`config.mk`:
```
export PLATFORM = sky130hd
export DESIGN_NAME = clock_reset_sequencer
export DESIGN_NICKNAME = d
export VERILOG_FILES = /design/src/rtl/clock_reset_sequencer.sv
export SDC_FILE = /design/constraint.sdc
export NUM_CORES = 1
export LEC_CHECK = 0
export BUFFER_PORTS_ARGS = -buffer_cell sky130_fd_sc_hd__buf_2
export CAP_MARGIN = 5
export CORE_MARGIN = 1
export CORE_UTILIZATION = 51
export CTS_BUF_LIST = sky130_fd_sc_hd__clkbuf_4
export DETAILED_ROUTE_END_ITERATION = 6
export PLACE_DENSITY = 0.76
export SLEW_MARGIN = 15
export SYNTH_ARGS = -nofsm -noshare
export SYNTH_HDL_FRONTEND = slang
export SYNTH_SLANG_ARGS = --single-unit
```
`constraint.sdc`:
```
create_clock -name i_clk -period 1.73 [get_ports i_clk]
set_clock_uncertainty 0.1 [all_clocks]
set_input_delay 0.346 -clock i_clk [delete_from_list [all_inputs] [get_ports i_clk]]
set_output_delay 0.346 -clock i_clk [all_outputs]
set_load 0.05 [all_outputs]
```
`src/rtl/clock_reset_sequencer.sv`:
```
// +----------------------------------------------------------------------------+
// | clock_reset_sequencer: ordered interconnect/peripheral reset release for   |
// | one clock domain. Optional ext-request debounce: CLOCK_RESET_SEQ_DEBOUNCE_EN|
// | Revision: 1.0                                                              |
// +----------------------------------------------------------------------------+
`default_nettype none

module clock_reset_sequencer #(
  parameter int IC_HOLD_CYCLES      = 16,
  parameter int PERIPH_DELAY_CYCLES = 8,
  parameter int DEBOUNCE_CYCLES     = 4,
  parameter int CNT_W               = 8
) (
  input  logic       i_clk,
  input  logic       i_reset,
  input  logic       i_ext_reset_req,
  input  logic       i_clk_locked,
  input  logic       i_sw_reset,
  output logic       o_interconnect_reset,
  output logic       o_interconnect_resetn,
  output logic       o_peripheral_reset,
  output logic       o_peripheral_resetn,
  output logic       o_reset_done,
  output logic [1:0] o_state
);

  localparam logic [1:0] S_HOLD   = 2'd0;
  localparam logic [1:0] S_REL_IC = 2'd1;
  localparam logic [1:0] S_RUN    = 2'd2;

  localparam logic [CNT_W-1:0] c_IC_LAST = CNT_W'(IC_HOLD_CYCLES - 1);
  localparam logic [CNT_W-1:0] c_PD_LAST = CNT_W'(PERIPH_DELAY_CYCLES - 1);

  if ((IC_HOLD_CYCLES < 1) || (IC_HOLD_CYCLES >= (2 ** CNT_W)) ||
      (PERIPH_DELAY_CYCLES < 1) || (PERIPH_DELAY_CYCLES >= (2 ** CNT_W)) ||
      (DEBOUNCE_CYCLES < 1)) begin : g_bad_params
    $error("clock_reset_sequencer: parameter out of range");
  end

  logic             r_ext_meta;
  logic             r_ext_sync;
  logic             r_lock_meta;
  logic             r_lock_sync;
  logic [1:0]       r_state;
  logic [CNT_W-1:0] r_cnt;
  logic             r_ic_rst;
  logic             r_ic_rstn;
  logic             r_pr_rst;
  logic             r_pr_rstn;
  logic             r_done;

  logic             w_ext_eff;
  logic             w_trigger;
  logic [1:0]       w_state_nxt;
  logic [CNT_W-1:0] w_cnt_nxt;

  // Reset values keep the block in reset until the real inputs propagate.
  always_ff @(posedge i_clk) begin
    if (i_reset) begin
      r_ext_meta  <= 1'b1;
      r_ext_sync  <= 1'b1;
      r_lock_meta <= 1'b0;
      r_lock_sync <= 1'b0;
    end else begin
      r_ext_meta  <= i_ext_reset_req;
      r_ext_sync  <= r_ext_meta;
      r_lock_meta <= i_clk_locked;
      r_lock_sync <= r_lock_meta;
    end
  end

`ifdef CLOCK_RESET_SEQ_DEBOUNCE_EN
  localparam int DB_W = (DEBOUNCE_CYCLES > 1) ? $clog2(DEBOUNCE_CYCLES) : 1;
  localparam logic [DB_W-1:0] c_DB_MAX = DB_W'(DEBOUNCE_CYCLES - 1);

  // Counts prior consecutive high cycles, saturating; starts saturated so
  // the request is effective straight out of reset.
  logic [DB_W-1:0] r_db_cnt;

  always_ff @(posedge i_clk) begin
    if (i_reset) begin
      r_db_cnt <= c_DB_MAX;
    end else if (!r_ext_sync) begin
      r_db_cnt <= '0;
    end else if (r_db_cnt != c_DB_MAX) begin
      r_db_cnt <= r_db_cnt + 1'b1;
    end
  end

  assign w_ext_eff = r_ext_sync && (r_db_cnt == c_DB_MAX);
`else
  assign w_ext_eff = r_ext_sync;
`endif

  assign w_trigger = w_ext_eff | ~r_lock_sync | i_sw_reset;

  // Trigger is tested first in every state so it beats count-complete.
  always_comb begin
    w_state_nxt = r_state;
    w_cnt_nxt   = r_cnt;
    case (r_state)
      S_HOLD: begin
        if (w_trigger) begin
          w_cnt_nxt = '0;
        end else if (r_cnt == c_IC_LAST) begin
          w_state_nxt = S_REL_IC;
          w_cnt_nxt   = '0;
        end else begin
          w_cnt_nxt = r_cnt + 1'b1;
        end
      end
      S_REL_IC: begin
        if (w_trigger) begin
          w_state_nxt = S_HOLD;
          w_cnt_nxt   = '0;
        end else if (r_cnt == c_PD_LAST) begin
          w_state_nxt = S_RUN;
          w_cnt_nxt   = '0;
        end else begin
          w_cnt_nxt = r_cnt + 1'b1;
        end
      end
      S_RUN: begin
        if (w_trigger) begin
          w_state_nxt = S_HOLD;
          w_cnt_nxt   = '0;
        end
      end
      default: begin
        w_state_nxt = S_HOLD;
        w_cnt_nxt   = '0;
      end
    endcase
  end

  // Outputs are registered from next-state so they move with the state flop.
  always_ff @(posedge i_clk) begin
    if (i_reset) begin
      r_state   <= S_HOLD;
      r_cnt     <= '0;
      r_ic_rst  <= 1'b1;
      r_ic_rstn <= 1'b0;
      r_pr_rst  <= 1'b1;
      r_pr_rstn <= 1'b0;
      r_done    <= 1'b0;
    end else begin
      r_state   <= w_state_nxt;
      r_cnt     <= w_cnt_nxt;
      r_ic_rst  <= (w_state_nxt == S_HOLD);
      r_ic_rstn <= (w_state_nxt != S_HOLD);
      r_pr_rst  <= (w_state_nxt != S_RUN);
      r_pr_rstn <= (w_state_nxt == S_RUN);
      r_done    <= (w_state_nxt == S_RUN);
    end
  end

  assign o_interconnect_reset  = r_ic_rst;
  assign o_interconnect_resetn = r_ic_rstn;
  assign o_peripheral_reset    = r_pr_rst;
  assign o_peripheral_resetn   = r_pr_rstn;
  assign o_reset_done          = r_done;
  assign o_state               = r_state;

endmodule

`default_nettype wire

```
== After elaboration in Yosys (flattened, before gate mapping) ==
Cells that the tools add are included.

* Logic and storage cells: 36
* Input port bits: 5
* Bits in registers: 18

* Add/sub/neg operators: 1
* Multiplexer cells: 12
* Eq/ne operators: 7
* Bitwise logic cells: 3
* Reduce and logical (&&, ||, !) cells: 3

{| class="wikitable"
|+ Operators by type and width
! operator !! count
|-
| 8-bit 2-to-1 mux || 5
|-
| 8-bit one-hot mux with 3 select lines || 1
|-
| 2-bit 2-to-1 mux || 5
|-
| 8-bit by 1-bit adder with 8-bit output (second input constant) || 1
|-
| 8-bit by 3-bit equality test with 1-bit output (second input constant) || 1
|-
| 8-bit by 4-bit equality test with 1-bit output (second input constant) || 1
|-
| 2-bit one-hot mux with 3 select lines || 1
|-
| 2-bit equality test (second input constant) || 2
|-
| 2-bit zero test || 2
|-
| 2-bit != test (second input constant) || 2
|-
| 2-bit by 1-bit equality test with 1-bit output (second input constant) || 1
|-
| 1-bit bitwise OR || 2
|-
| 2-bit nonzero test || 1
|-
| 1-bit inverter || 1
|}

== Depth between registers and ports, before layout ==
* Depth after elaboration: 6
* Gate-level depth with buffers: 5
* Mapped depth without buffers: 5

== Worst setup path after synthesis ==
Ideal clock, no wire load.

* Path kind: register -> register
* Start point: reg r_state[0], in the netlist o_state[0]
* End point: reg r_cnt[5]
* Setup time: 62 ps
* Stages on the path, launching flop included: 6
* Slack: -212 ps
* Arrival: 1780 ps
* Data required time: 1568 ps
* Clock period less this slack: 1942 ps
* Cell sequence: dfxtp_1 -> clkbuf_1 -> xnor2_1 -> o311ai_4 -> or3_2 -> nand3_1

* Cells in the longest elaborated chain, start to end: 2
* Elaborated cells on any way between the ends: 5
* Those cells by class: eq/ne: 3; mux: 1; reduce/logical: 1

{| class="wikitable"
|+ Ends and longest elaborated chain
! item !! line !! text
|-
| start, declared || 44 || <nowiki>logic [1:0] r_state;</nowiki>
|-
| start signal, assigned || 147 || <nowiki>r_state <= w_state_nxt;</nowiki>
|-
| 2-bit equality test (tied with other cells) || 101 || <nowiki>case (r_state)</nowiki>
|-
| 8-bit one-hot mux with 3 select lines or 2-bit != test (tied branches) || n/a ||
|-
| end signal, assigned || 148 || <nowiki>r_cnt <= w_cnt_nxt;</nowiki>
|-
| end, declared || 45 || <nowiki>logic [CNT_W-1:0] r_cnt;</nowiki>
|}

Several ways; a longest one is shown, not always the timed one.
A chain may end at the register's enable or synchronous reset.

== Worst setup path after layout ==
* Start point: reg r_cnt[7]
* End point: reg r_cnt[4]

* Cells in the longest elaborated chain, start to end: 4
* Elaborated cells on any way between the ends: 7
* Those cells by class: eq/ne: 2; mux: 5

{| class="wikitable"
|+ Ends and longest elaborated chain
! item !! line
|-
| 8-bit by 3-bit equality test with 1-bit output or 8-bit by 4-bit equality test with 1-bit output (tied branches) || 116, 105
|-
| 8-bit 2-to-1 mux (on tied branches) || 116, 105
|-
| 8-bit 2-to-1 mux (on tied branches) || 113, 103
|-
| 8-bit one-hot mux with 3 select lines (*) || 101
|}

Mark *: on every way between the ends. The rest lies on a longest branch, timed or not.

==> results_dict.tcl <==
set metrics [dict create \
    synth-main-ff-cell "dfxtp_1" \
    row_count 13 \
    antenna_left 0 \
    worst_slack_ps 35.38 \
    setup_viol 0 \
    num_vias 686 \
    cp-startpoint "r_cnt[7]$_SDFFE_PP0P_" \
    r2r_start "r_cnt[7]$_SDFFE_PP0P_" \
    grt_use_met1_pct 26.16 \
    die_w_um 41.47 \
    drv_slew 0 \
    ys_warn_count 0 \
    layout-drive-gt1-share_pct 33.33 \
    synthTopCellsByArea "dfxtp_1 45%, nand3_1 3.8%, nor2_1 3.8%" \
    max_slew.worst_pin.slew_ps 346.6 \
    cp-start-kind "flip-flop" \
    root_buffer "clkbuf_4" \
    drcViolationCount 0 \
    netlist_instances 86 \
    cts_setup_buffers 0 \
    io_buffers 11 \
    start_util_pct 58.15 \
    wire_per_inst_um 12.42 \
    final_common_cell "dfxtp_1" \
    status "finished clean" \
    antenna_cells 0 \
    groute.usage.overall_pct 19.87 \
    clk_pin_slew_ps 90 \
    hold_class "input pin to flip-flop" \
    grt_overflow 0 \
    dpl_cell_area_um2 943.4 \
    hold_ws_ps 143.3 \
    drv_cap 0 \
    syn_area_um2 794.5 \
    yosysTopAreaCellShare_pct 45.35 \
    grt_pass1_vias 626 \
    peakVddDrop_mv 0.4083 \
    cts_sinks 18 \
    cp.arrival_ps 1770 \
    dr.first_iter.drc_count 8 \
    die_y_um 41.47 \
    dr.pass1.iters 4 \
    grt-busiest-layer "met2" \
    hpwlAfterDp_um 1192 \
    crit_type "flip-flop to flip-flop" \
    powerDensity_nw_per_um2 645.1 \
    final.setup.tns_ps 0 \
    syn2layout_area_growth_pct 22.05 \
    crit_path_end_kind "flip-flop" \
    cts_hold_buf 0 \
    clk_path_buf_depth 2 \
    place.gp.congestion 0.7987 \
    coreArea_um2 1366 \
    reg2reg_to "r_cnt[4]$_SDFFE_PP0P_" \
    period_needed_ps 1695 \
    avgSynthCellArea_um2 9.239 \
    die-area_um2 1720 \
    htree_levels 1 \
    io_pins 12 \
    antenna_found_initial 0 \
    yosysSeqAreaShare_pct 45.35 \
    use_met2_pct 31.87 \
    met3_usage_pct 3.913 \
    hold_viol_final 0 \
    critPathMaxFanout 3 \
    pre_cts_ws_ps -17.80 \
    synth_cell_types 33 \
    r2r_slack_ps 40 \
    vias_per_cell 5.577 \
    post-route-period-util_pct 97.96 \
    final_area_um2 969.7 \
    ys_seq_elements 18 \
    final_cell_mix "16 x dfxtp_1, 13 x buf_4, 11 x buf_2" \
    power_mw 0.6255 \
    tritoncts "yes" \
    clkLatencyLatePin_ps 280 \
    timing.slew.headroom_pct 76.86 \
    async_flop_share_pct 0 \
    leakagePower_nw 0.3727 \
    syn_nets 92 \
    critical_path.endpoint "r_cnt[4]$_SDFFE_PP0P_" \
    grt_setup_unrepaired "yes" \
    synth_enable_flop_cells 0 \
    grt_pass1_wl_um 2697 \
    cp.required_ps 1810 \
    r2r_cells 4 \
    fmax_ghz 0.5901 \
    grt_max_degree 12 \
    yosys.area.top_type "dfxtp_1" \
    cts_buffers 3 \
    drt-total-wl_um 1528 \
    nets 116 \
]
==> worst max-delay path: stages (launching register included) <==
cell and delay, ps:
dfxtp_2 330, or4b_4 580, o311ai_4 270, nor3_1 100, a211o_1 220
==> per-layer routing <==
layer	part of all wire (%)	wire, um
met5	0	0
met4	0.85	13
met3	3.1	48
met2	48	741
met1	47	725
==> registers in the layout, summed over array words and instances (netlist names) <==
name and cells:
r_lock_meta 1, r_ext_sync 1, o_state 2, o_interconnect_resetn 1
o_peripheral_reset 1, r_lock_sync 1, o_reset_done 1, r_cnt 8
o_interconnect_reset 1, r_ext_meta 1
==> cells by family after synthesis <==
family                   Yosys count  synth area share, %
AND/OR/NAND/NOR                   38                26.30
AO/OA/AOI/OAI                     18                18.27
flip-flops                        18                45.35
buffers and inverters              7                3.937
XOR/XNOR                           3                3.308
multiplexers                       1                1.260
adder cells (fa/ha/maj)            1                1.575
==> worst min path at each step <==
stage,to,slack (ps),depth (start not counted),startpoint
floorplan,r_ext_sync$_SDFF_PP1_,290,1,r_ext_meta$_SDFF_PP1_
global placement,r_ext_sync$_SDFF_PP1_,290,1,r_ext_meta$_SDFF_PP1_
detailed placement,r_ext_sync$_SDFF_PP1_,290,1,r_ext_meta$_SDFF_PP1_
CTS,r_ext_meta$_SDFF_PP1_,140,2,i_ext_reset_req
global route,r_ext_meta$_SDFF_PP1_,130,2,i_ext_reset_req
finish,r_ext_meta$_SDFF_PP1_,140,2,i_ext_reset_req
==> cells in the mapped netlist, types with 3 or more instances <==
master,count
dfxtp_1,18
nor2_1,8
nand2_1,6
nand3_1,6
a21oi_1,4
a211oi_1,3
clkbuf_1,3
nor3_1,3
o21ai_0,3
==> cell type report <==
cell class | count | area [um2]
Tap cell | 15 | 18.77
Sequential cell | 18 | 362.8
Multi-Input combinational cell | 61 | 405.4
Inverter | 2 | 7.507
Clock buffer | 3 | 22.52
Fill cell | 119 | 396.6
Timing Repair Buffer | 24 | 152.6
==> power breakdown <==
part	switching (mW)	internal, mW	total, mW
Clock	0.112	0.0807	0.193
Sequential	0.00133	0.418	0.420
Combinational	0.00463	0.00835	0.0130
==> per-stage QoR <==
stage / std cells / utilization [%]
after floorplan: 86 / -
after global placement: 120 / 69.05
after detailed placement: 120 / 69.05
after CTS: 123 / 70.70
after global routing: 123 / 70.97
final: 123 / 70.97
==> what timing repair did <==
item                                    4_1_cts  5_1_grt
endpoints found under the hold margin         0        0
pin swaps                                     1        0
resized for setup                             0        2
endpoints found under the setup margin        2        4
Power figures use the tool's default switching activity.
